File: config.mk
export PLATFORM = sky130hd
export DESIGN_NAME = ahb_lite_cmd_master
export DESIGN_NICKNAME = d
export VERILOG_FILES = /design/src/rtl/ahb_lite_cmd_master.sv
export SDC_FILE = /design/constraint.sdc
export NUM_CORES = 1
export LEC_CHECK = 0
export ABC_CLOCK_PERIOD_IN_PS = 11400
export BUFFER_PORTS_ARGS = -buffer_cell sky130_fd_sc_hd__buf_2
export CAP_MARGIN = 20
export CORE_MARGIN = 5
export CORE_UTILIZATION = 47
export CTS_CLUSTER_DIAMETER = 50
export DETAILED_ROUTE_END_ITERATION = 10
export PLACE_DENSITY = 0.75
export SYNTH_ARGS = -nofsm -noshare
export SYNTH_HDL_FRONTEND = slang
export SYNTH_SLANG_ARGS = --single-unit
File: constraint.sdc
create_clock -name HCLK -period 11.4 [get_ports HCLK]
set_clock_uncertainty 0.05 [all_clocks]
set_input_delay 2.85 -clock HCLK [delete_from_list [all_inputs] [get_ports HCLK]]
set_output_delay 2.85 -clock HCLK [all_outputs]
set_load 0.02 [all_outputs]
File: src/rtl/ahb_lite_cmd_master.sv
// AHB-Lite single-transfer master: valid/ready commands in, pipelined address and
// data phases on the bus, in-order responses out through a MAX_OUT-deep FIFO.
module ahb_lite_cmd_master #(
   parameter int MAX_OUT = 2
) (
   input  logic        HCLK,
   input  logic        HRESET,
   input  logic        cmd_valid,
   output logic        cmd_ready,
   input  logic        cmd_write,
   input  logic [31:0] cmd_addr,
   input  logic [2:0]  cmd_size,
   input  logic        cmd_data,
   input  logic [63:0] cmd_wdata,
   output logic        rsp_valid,
   input  logic        rsp_ready,
   output logic [63:0] rsp_rdata,
   output logic        rsp_err,
   output logic        rsp_write,
   output logic        HSEL,
   output logic [31:0] HADDR,
   output logic [1:0]  HTRANS,
   output logic        HWRITE,
   output logic [2:0]  HSIZE,
   output logic [2:0]  HBURST,
   output logic [3:0]  HPROT,
   output logic [63:0] HWDATA,
   input  logic [63:0] HRDATA,
   input  logic        HREADY,
   input  logic        HRESP
);
   localparam int CW = $clog2(MAX_OUT + 1);
   localparam int PW = (MAX_OUT > 1) ? $clog2(MAX_OUT) : 1;

   typedef struct packed {
      logic [63:0] rdata;
      logic        err;
      logic        write;
   } rsp_t;

   function automatic logic [PW-1:0] ptr_inc(input logic [PW-1:0] p);
      return (p == PW'(MAX_OUT - 1)) ? '0 : p + PW'(1);
   endfunction

   logic              ap_valid_q, ap_valid_d;
   logic [31:0]       ap_addr_q, ap_addr_d;
   logic              ap_write_q, ap_write_d;
   logic [2:0]        ap_size_q, ap_size_d;
   logic              ap_data_q, ap_data_d;
   logic [63:0]       ap_wdata_q, ap_wdata_d;
   logic              dp_valid_q, dp_valid_d;
   logic              dp_write_q, dp_write_d;
   logic [63:0]       hwdata_q, hwdata_d;
   logic              err_q, err_d;
   logic [CW-1:0]     infl_q, infl_d;
   logic              hsel_q;
   rsp_t [MAX_OUT-1:0] fifo_q, fifo_d;
   logic [PW-1:0]     wr_ptr_q, wr_ptr_d, rd_ptr_q, rd_ptr_d;
   logic [CW-1:0]     cnt_q, cnt_d;

   logic cmd_accept, ap_done, dp_done, rsp_pop, cmd_legal;
   rsp_t push_ent, head;

   assign cmd_ready  = (infl_q < CW'(MAX_OUT)) & (~ap_valid_q | HREADY);
   assign cmd_accept = cmd_valid & cmd_ready;
   assign ap_done    = ap_valid_q & HREADY;
   assign dp_done    = dp_valid_q & HREADY;
   assign rsp_pop    = rsp_valid & rsp_ready;

   always_comb begin
      ap_valid_d = ap_valid_q;
      ap_addr_d  = ap_addr_q;
      ap_write_d = ap_write_q;
      ap_size_d  = ap_size_q;
      ap_data_d  = ap_data_q;
      ap_wdata_d = ap_wdata_q;
      if (ap_done) ap_valid_d = 1'b0;
      if (cmd_accept) begin
         ap_valid_d = 1'b1;
         ap_addr_d  = cmd_addr;
         ap_write_d = cmd_write;
         ap_size_d  = cmd_size;
         ap_data_d  = cmd_data;
         ap_wdata_d = cmd_wdata;
      end

      // Error flag covers the ERROR cycle with HREADY low; the final cycle adds HRESP directly.
      push_ent.rdata = dp_write_q ? 64'd0 : HRDATA;
      push_ent.err   = err_q | HRESP;
      push_ent.write = dp_write_q;

      dp_valid_d = dp_valid_q;
      dp_write_d = dp_write_q;
      hwdata_d   = hwdata_q;
      err_d      = err_q;
      if (dp_valid_q && HRESP && !HREADY) err_d = 1'b1;
      if (dp_done) begin
         dp_valid_d = 1'b0;
         err_d      = 1'b0;
      end
      if (ap_done) begin
         dp_valid_d = 1'b1;
         dp_write_d = ap_write_q;
         if (ap_write_q) hwdata_d = ap_wdata_q;
      end

      infl_d = infl_q;
      case ({cmd_accept, rsp_pop})
         2'b10:   infl_d = infl_q + CW'(1);
         2'b01:   infl_d = infl_q - CW'(1);
         default: infl_d = infl_q;
      endcase

      fifo_d   = fifo_q;
      wr_ptr_d = wr_ptr_q;
      rd_ptr_d = rd_ptr_q;
      if (dp_done) begin
         fifo_d[wr_ptr_q] = push_ent;
         wr_ptr_d         = ptr_inc(wr_ptr_q);
      end
      if (rsp_pop) rd_ptr_d = ptr_inc(rd_ptr_q);
      cnt_d = cnt_q + CW'(dp_done) - CW'(rsp_pop);
   end

   always_ff @(posedge HCLK or posedge HRESET) begin
      if (HRESET) begin
         ap_valid_q <= 1'b0;
         ap_addr_q  <= '0;
         ap_write_q <= 1'b0;
         ap_size_q  <= '0;
         ap_data_q  <= 1'b0;
         ap_wdata_q <= '0;
         dp_valid_q <= 1'b0;
         dp_write_q <= 1'b0;
         hwdata_q   <= '0;
         err_q      <= 1'b0;
         infl_q     <= '0;
         hsel_q     <= 1'b0;
         fifo_q     <= '0;
         wr_ptr_q   <= '0;
         rd_ptr_q   <= '0;
         cnt_q      <= '0;
      end else begin
         ap_valid_q <= ap_valid_d;
         ap_addr_q  <= ap_addr_d;
         ap_write_q <= ap_write_d;
         ap_size_q  <= ap_size_d;
         ap_data_q  <= ap_data_d;
         ap_wdata_q <= ap_wdata_d;
         dp_valid_q <= dp_valid_d;
         dp_write_q <= dp_write_d;
         hwdata_q   <= hwdata_d;
         err_q      <= err_d;
         infl_q     <= infl_d;
         hsel_q     <= 1'b1;
         fifo_q     <= fifo_d;
         wr_ptr_q   <= wr_ptr_d;
         rd_ptr_q   <= rd_ptr_d;
         cnt_q      <= cnt_d;
      end
   end

   assign head      = fifo_q[rd_ptr_q];
   assign rsp_valid = (cnt_q != '0);
   assign rsp_rdata = head.rdata;
   assign rsp_err   = head.err;
   assign rsp_write = head.write;

   assign HSEL   = hsel_q;
   assign HTRANS = ap_valid_q ? 2'b10 : 2'b00;
   assign HADDR  = ap_addr_q;
   assign HWRITE = ap_write_q;
   assign HSIZE  = ap_size_q;
   assign HBURST = 3'b000;
   assign HPROT  = {3'b001, ap_data_q};
   assign HWDATA = hwdata_q;

   assign cmd_legal = (cmd_size <= 3'd3) &&
                      ((cmd_addr & ((32'd1 << cmd_size) - 32'd1)) == 32'd0);

   assert property (@(posedge HCLK) disable iff (HRESET) (cmd_valid && cmd_ready) |-> cmd_legal);

endmodule

==> impl_results.md, run 1 <==
* Status: finished clean
* Final setup vio count at 0
* FF-to-FF setup slack at 8.48 ns
* Pwr Density at about 320 nW/um2
* Maxcap violations at 0
* Startpoint types: input pin
* Initial DRC count at 426
* Row cnt at roughly 60
* Lkg Pwr at ~7.6 nW
* Post-CTS Resized at 0
* Hold path start: rd_ptr_q
* Nets at roughly 1500
* Core area at between 20000 and 30000 um2
* Global placer's final weighted congestion at about 0.78
* Drt first pass iters at 7
* Wirelength, routed at slightly below 30000 um
* Hold crit path type: reg2reg
* Initial antenna violation count at 6
* Synth Warn # at 0
* Gr ovfl total at 0
* Slew @ Worst Pin at 1.021 ns
* Fin crit period at between 6 and 7 ns
* GRT Util Overall at 0.1943
* I/O Buffers at between 300 and 400
* Drt drc at 0
* Worst Hold End: rd_ptr_q
* Fin crit share at 0.5587
* Vias per cell at ~5
* Layout cells sized above 1 at 0.4792
* Syn avg cell area at roughly 13 um2
* FF-to-FF path depth at 4
* Largest net degree at the start of global routing at 190
* Cells after DPL at between 1500 and 2000
* Global-route wire length before repair at 47900 um
* H-tree depth at 2
* Fillcell total at between 2000 and 2500
* Die height at 173.0 um
* Worst VDD drop at approximately 210 uV
* Inserted Clock Buffers at 37
* Mapped Area at 12490 um2
* Final Hold Viols at 0
* Hold buffer count at cts at 0
* Max Freq at around 160 MHz
* Yosys reg bits at around 310
* Instance count of the mapped netlist at 970
* DP HPWL at 19670 um
* Commonest non-fill, non-tap cell in the layout: buf_2
* Mean routed wirelength per cell at approximately 18 um
* Non-Filler Instances at between 1500 and 2000
* RSZ-0062 raised after global routing: false
* Arrival time at the worst endpoint at 3.47 ns
* Full die area at between 20000 and 30000 um2
* CTS tree: done
* Critical Path End Type: output pin
* Most frequent cells in the layout: buf_2 (341), dfrtp_1 (307), mux2_2 (218)
* Worst Path Max Fanout at 8
* Total negative slack at 0 ns
* # Post-CTS Setup Buffers at 0
* Min Hold Slack at slightly above 0.4 ns
* Initial Util at 0.4780
* Relative slew slack at 0.3191
* Vias in the first global route at 8880
* Via count at 8270
* IO Pins at between 300 and 400
* RR Endpoint: HADDR[14]
* CP required at about 8.5 ns
* Setup CP Type: in2out
* Clock transition at the registers of the reported paths at ~0.050 ns
* P&R area growth vs syn at 25.45%
* Max clock buf depth at 3
* ANT nets after route at 0
* Part of the Yosys area used for sequential elements at 0.6170
* Yosys cell types at 24
* Crit Reg-Reg Startpoint: ap_valid_q
* CTS Sinks at 308
* Die width at about 170 um
* Hold path depth at 1
* Max-slew violations at 0
* Worst skew pair latency at ~0.51 ns
* Root Driver: clkbuf_16
worst max-delay path by stage:
stage	end	cells past startpoint	from
3_5_place_dp	cmd_ready	4	HREADY
6_report	cmd_ready	4	HREADY
3_3_place_gp	cmd_ready	4	HREADY
4_1_cts	cmd_ready	4	HREADY
5_1_grt	cmd_ready	4	HREADY
2_1_floorplan	HADDR[0]	1	HRESET
critical path, stage by stage:
cell and delay [ns]:
buf_2 0.19, nor2b_2 0.22, nor2_1 0.05, buf_2 0.16
cell usage after synthesis, drive strengths merged:
library cell    n  share of area
a21oi           2        0.00080
and2            1        0.00050
buf            46          0.025
clkbuf         23         0.0069
conb            2        0.00060
dfrtp         308           0.62
ha              3         0.0030
inv             4         0.0012
mux2          233           0.21
nand2         136          0.041
nand2b         66          0.033
nand3           2        0.00080
nand3b          1        0.00060
nor2            4         0.0014
nor2b           1        0.00070
o21ai         131          0.052
or2             1        0.00050
xnor2           4         0.0028
xor2            2         0.0014
per-stage QoR:
| stage | area [um2] | power, mW | worst slack (ns) | util |
|---|---|---|---|---|
| finish | 15670 | 5.002 | 5.031 | 0.5996 |
| CTS | 15670 | 5.073 | 5.027 | 0.5994 |
| global placement | 14350 | 3.722 | 5.032 | 0.5492 |
| detailed placement | 14350 | 3.795 | 5.032 | 0.5492 |
| global route | 15670 | 5.318 | 4.963 | 0.5996 |
| floorplan | 12520 | 3.181 | 4.401 | - |
flip-flops by register name, indices dropped and copies added, names as in the netlist:
| name | flops |
|---|---|
| ap_wdata_q | 64 |
| HSEL | 1 |
| ap_data_q | 1 |
| dp_valid_q | 1 |
| ap_valid_q | 1 |
| wr_ptr_q | 1 |
| fifo_q | 132 |
| HSIZE | 3 |
| dp_write_q | 1 |
| HWRITE | 1 |
| rd_ptr_q | 1 |
| HADDR | 32 |
| infl_q | 2 |
| cnt_q | 2 |
| HWDATA | 64 |
| err_q | 1 |
layout make-up:
class                      count  area (um2)  area share
sequential                   308        7709      0.4919
multi-input combinational    595        4419      0.2820
timing repair buffer         350        1787      0.1140
clock buffer                  48        1018     0.06500
tap                          335       419.2     0.02675
clock inverter                18       294.0     0.01876
inverter                       4       18.77    0.001198
antenna                        2       5.005   0.0003194
cells by family after synthesis:
family | share of synthesized area
other | 0.0006012
AOI/OAI and AO/OA | 0.05329
DFF | 0.6170
xor gates and xnor gates | 0.004207
buffers and inverters | 0.03336
and+or+nand+nor | 0.07843
muxes | 0.2101
adders and majority gates | 0.003005
layer usage:
metal,routed length [um],track usage,part of all wire
met1,11520,0.2356,0.39
met2,14420,0.3258,0.49
met3,2702,0.07751,0.092
met4,549,0.05121,0.019
met5,55,0,0.0019
where the power goes:
part	internal, mW	switching, mW
sequential	1.61	0.265
clock	0.794	0.451
combinational	0.809	1.07
Power figures use the tool's default switching activity.
==> inputs of run 2 (changes only) <==
ABC_CLOCK_PERIOD_IN_PS = 6370   (was 11400)
CORE_UTILIZATION = 52   (was 47)
PLACE_DENSITY = 0.79   (was 0.75)
clock period = 6.37 ns   (was 11.4 ns; I/O delays follow)
==> run 2 against run 1 <==
Via count about the same. Global-route usage increased by 1.9 points. Final area decreased by 0.65%. Die area decreased by 9.1%. Hold slack improved by 0.016 ns. Sequential power increased by 82%. Combinational power increased by 77%. First-iteration DRC count increased by 29%. Register-to-register slack got worse by 4.7 ns. Cell count decreased by 1.1%. Setup slack got worse by 2.9 ns. Critical path type is now reg2out. Critical endpoint is now rsp_rdata[26]. Highest routed layer unchanged.
==> impl_results.md, run 2 (synthesis gave the netlist of run 1 again) <==
* Status: finished clean
* Final Hold Viols at 0
* Arrival time at the worst endpoint at approximately 2.6 ns
* H-tree depth at 2
* Setup CP Type: reg2out
* Via count at just over 8000
* Worst skew pair latency at roughly 0.50 ns
* Max-slew violations at 0
* Initial DRC count at 550
* ANT nets after route at 0
* Post-DP Area at between 10000 and 15000 um2
* Maxcap violations at 0
* Pwr Density at 564.6 nW/um2
* Hold crit path type: reg2reg
* Largest Register: fifo_q
* Relative slew slack at 0.2929
* Vias per cell at about 5
* Worst slack, placed at ~2.5 ns
* Total negative slack at 0 ns
* Fin crit period at between 4 and 5 ns
* Slew @ Worst Pin at ~1.1 ns
* Worst Path Max Fanout at 38
* FF-to-FF path depth at 4
* Startpoint types: flip-flop
* Commonest non-fill, non-tap cell in the layout: buf_2
* DP HPWL at slightly below 20000 um
* Max clock buf depth at 3
* Drt drc at 0
* Nets at 1469
* Fin crit share at 0.6612
* GRT Util Overall at 0.2136
* Root Driver: clkbuf_16
* Inserted Clock Buffers at 35
* Gr ovfl total at 0
* Mean routed wirelength per cell at approximately 18 um
* P&R area growth vs syn at 24.64%
* Row cnt at 56
* Full die area at approximately 27000 um2
* IO Pins at between 300 and 400
* Hold path depth at 2
* Worst Setup SP: rd_ptr_q
* Hold path start: fifo_q[33]
* Global-route wire length before repair at about 46000 um
* Hold buffer count at cts at 0
* Vias in the first global route at 8879
* Drt first pass iters at 4
* Clock transition at the registers of the reported paths at 0.05 ns
* Initial Util at 0.5306
* FF-to-FF setup slack at ~3.8 ns
* Initial antenna violation count at 4
* CTS Sinks at ~310
* Post-CTS Resized at 0
* Most frequent cells in the layout: buf_2 (341), dfrtp_1 (307), mux2_2 (218)
* Die width at between 150 and 200 um
* I/O Buffers at approximately 340
* Critical Path End Type: output pin
* CTS tree: done
* Largest net degree at the start of global routing at between 150 and 200
* Worst Hold End: fifo_q[33]
* RSZ-0062 raised after global routing: false
* Die height at ~160 um
* CP required at 4.73 ns
* Worst VDD drop at approximately 400 uV
* Max Freq at 237.4 MHz
* Max FFs per register at between 100 and 150
* Fin area at 15570 um2
* Fin worst setup slack at approximately 2.2 ns
* Layout cells sized above 1 at 0.4807
* Wirelength, routed at just under 30000 um
* Crit Reg-Reg Startpoint: ap_valid_q
* Final setup vio count at 0
* Core area at ~24000 um2
* # Post-CTS Setup Buffers at 0
* Lkg Pwr at approximately 7.6 nW
* Global placer's final weighted congestion at approximately 0.76
* RR Endpoint: ap_wdata_q[33]
-- run 2: layout make-up --
cell class                      instances  area (um2)
Antenna cell                            2       5.005
Sequential cell                       308        7709
Clock buffer                           47        1023
Fill cell                            1743        7974
Clock inverter                         16       187.7
Timing Repair Buffer                  351        1807
Multi-Input combinational cell        595        4419
Inverter                                4       18.77
Tap cell                              319       399.1
-- run 2: worst max-delay path by stage --
stage,cells after the start,slack [ns],end
6_report,3,2.16,rsp_rdata[26]
5_1_grt,3,2.04,rsp_rdata[31]
4_1_cts,3,2.11,rsp_write
3_5_place_dp,5,2.52,ap_wdata_q[33]
3_3_place_gp,4,2.54,cmd_ready
2_1_floorplan,1,0.63,HADDR[0]
-- run 2: critical path: stages, from the launching register on --
cell and delay (ns):
dfrtp_2 1.00, buf_4 0.51, mux2_2 0.39, buf_2 0.17
-- run 2: power by group --
group	switching [mW]	internal (mW)	total (mW)
logic	1.87	1.45	3.32
registers	0.531	2.89	3.42
clock network	0.785	1.26	2.05
-- run 2: per-stage QoR --
| step | hold slack, ns | util | std cells | power, mW |
|---|---|---|---|---|
| global placement | 0.4025 | 0.6096 | 1577 | 6.656 |
| floorplan | 0.3876 | - | 976 | 5.693 |
| finish | 0.4225 | 0.6613 | 1642 | 8.789 |
| global route | 0.4446 | 0.6612 | 1641 | 9.353 |
| detailed placement | 0.4145 | 0.6096 | 1577 | 6.799 |
| CTS | 0.4272 | 0.6611 | 1640 | 8.904 |
-- run 2: layer usage --
metal	GRT usage	routed length (um)
met5	0	39
met4	0.05822	689
met3	0.08161	2874
met2	0.3528	14290
met1	0.2645	11140
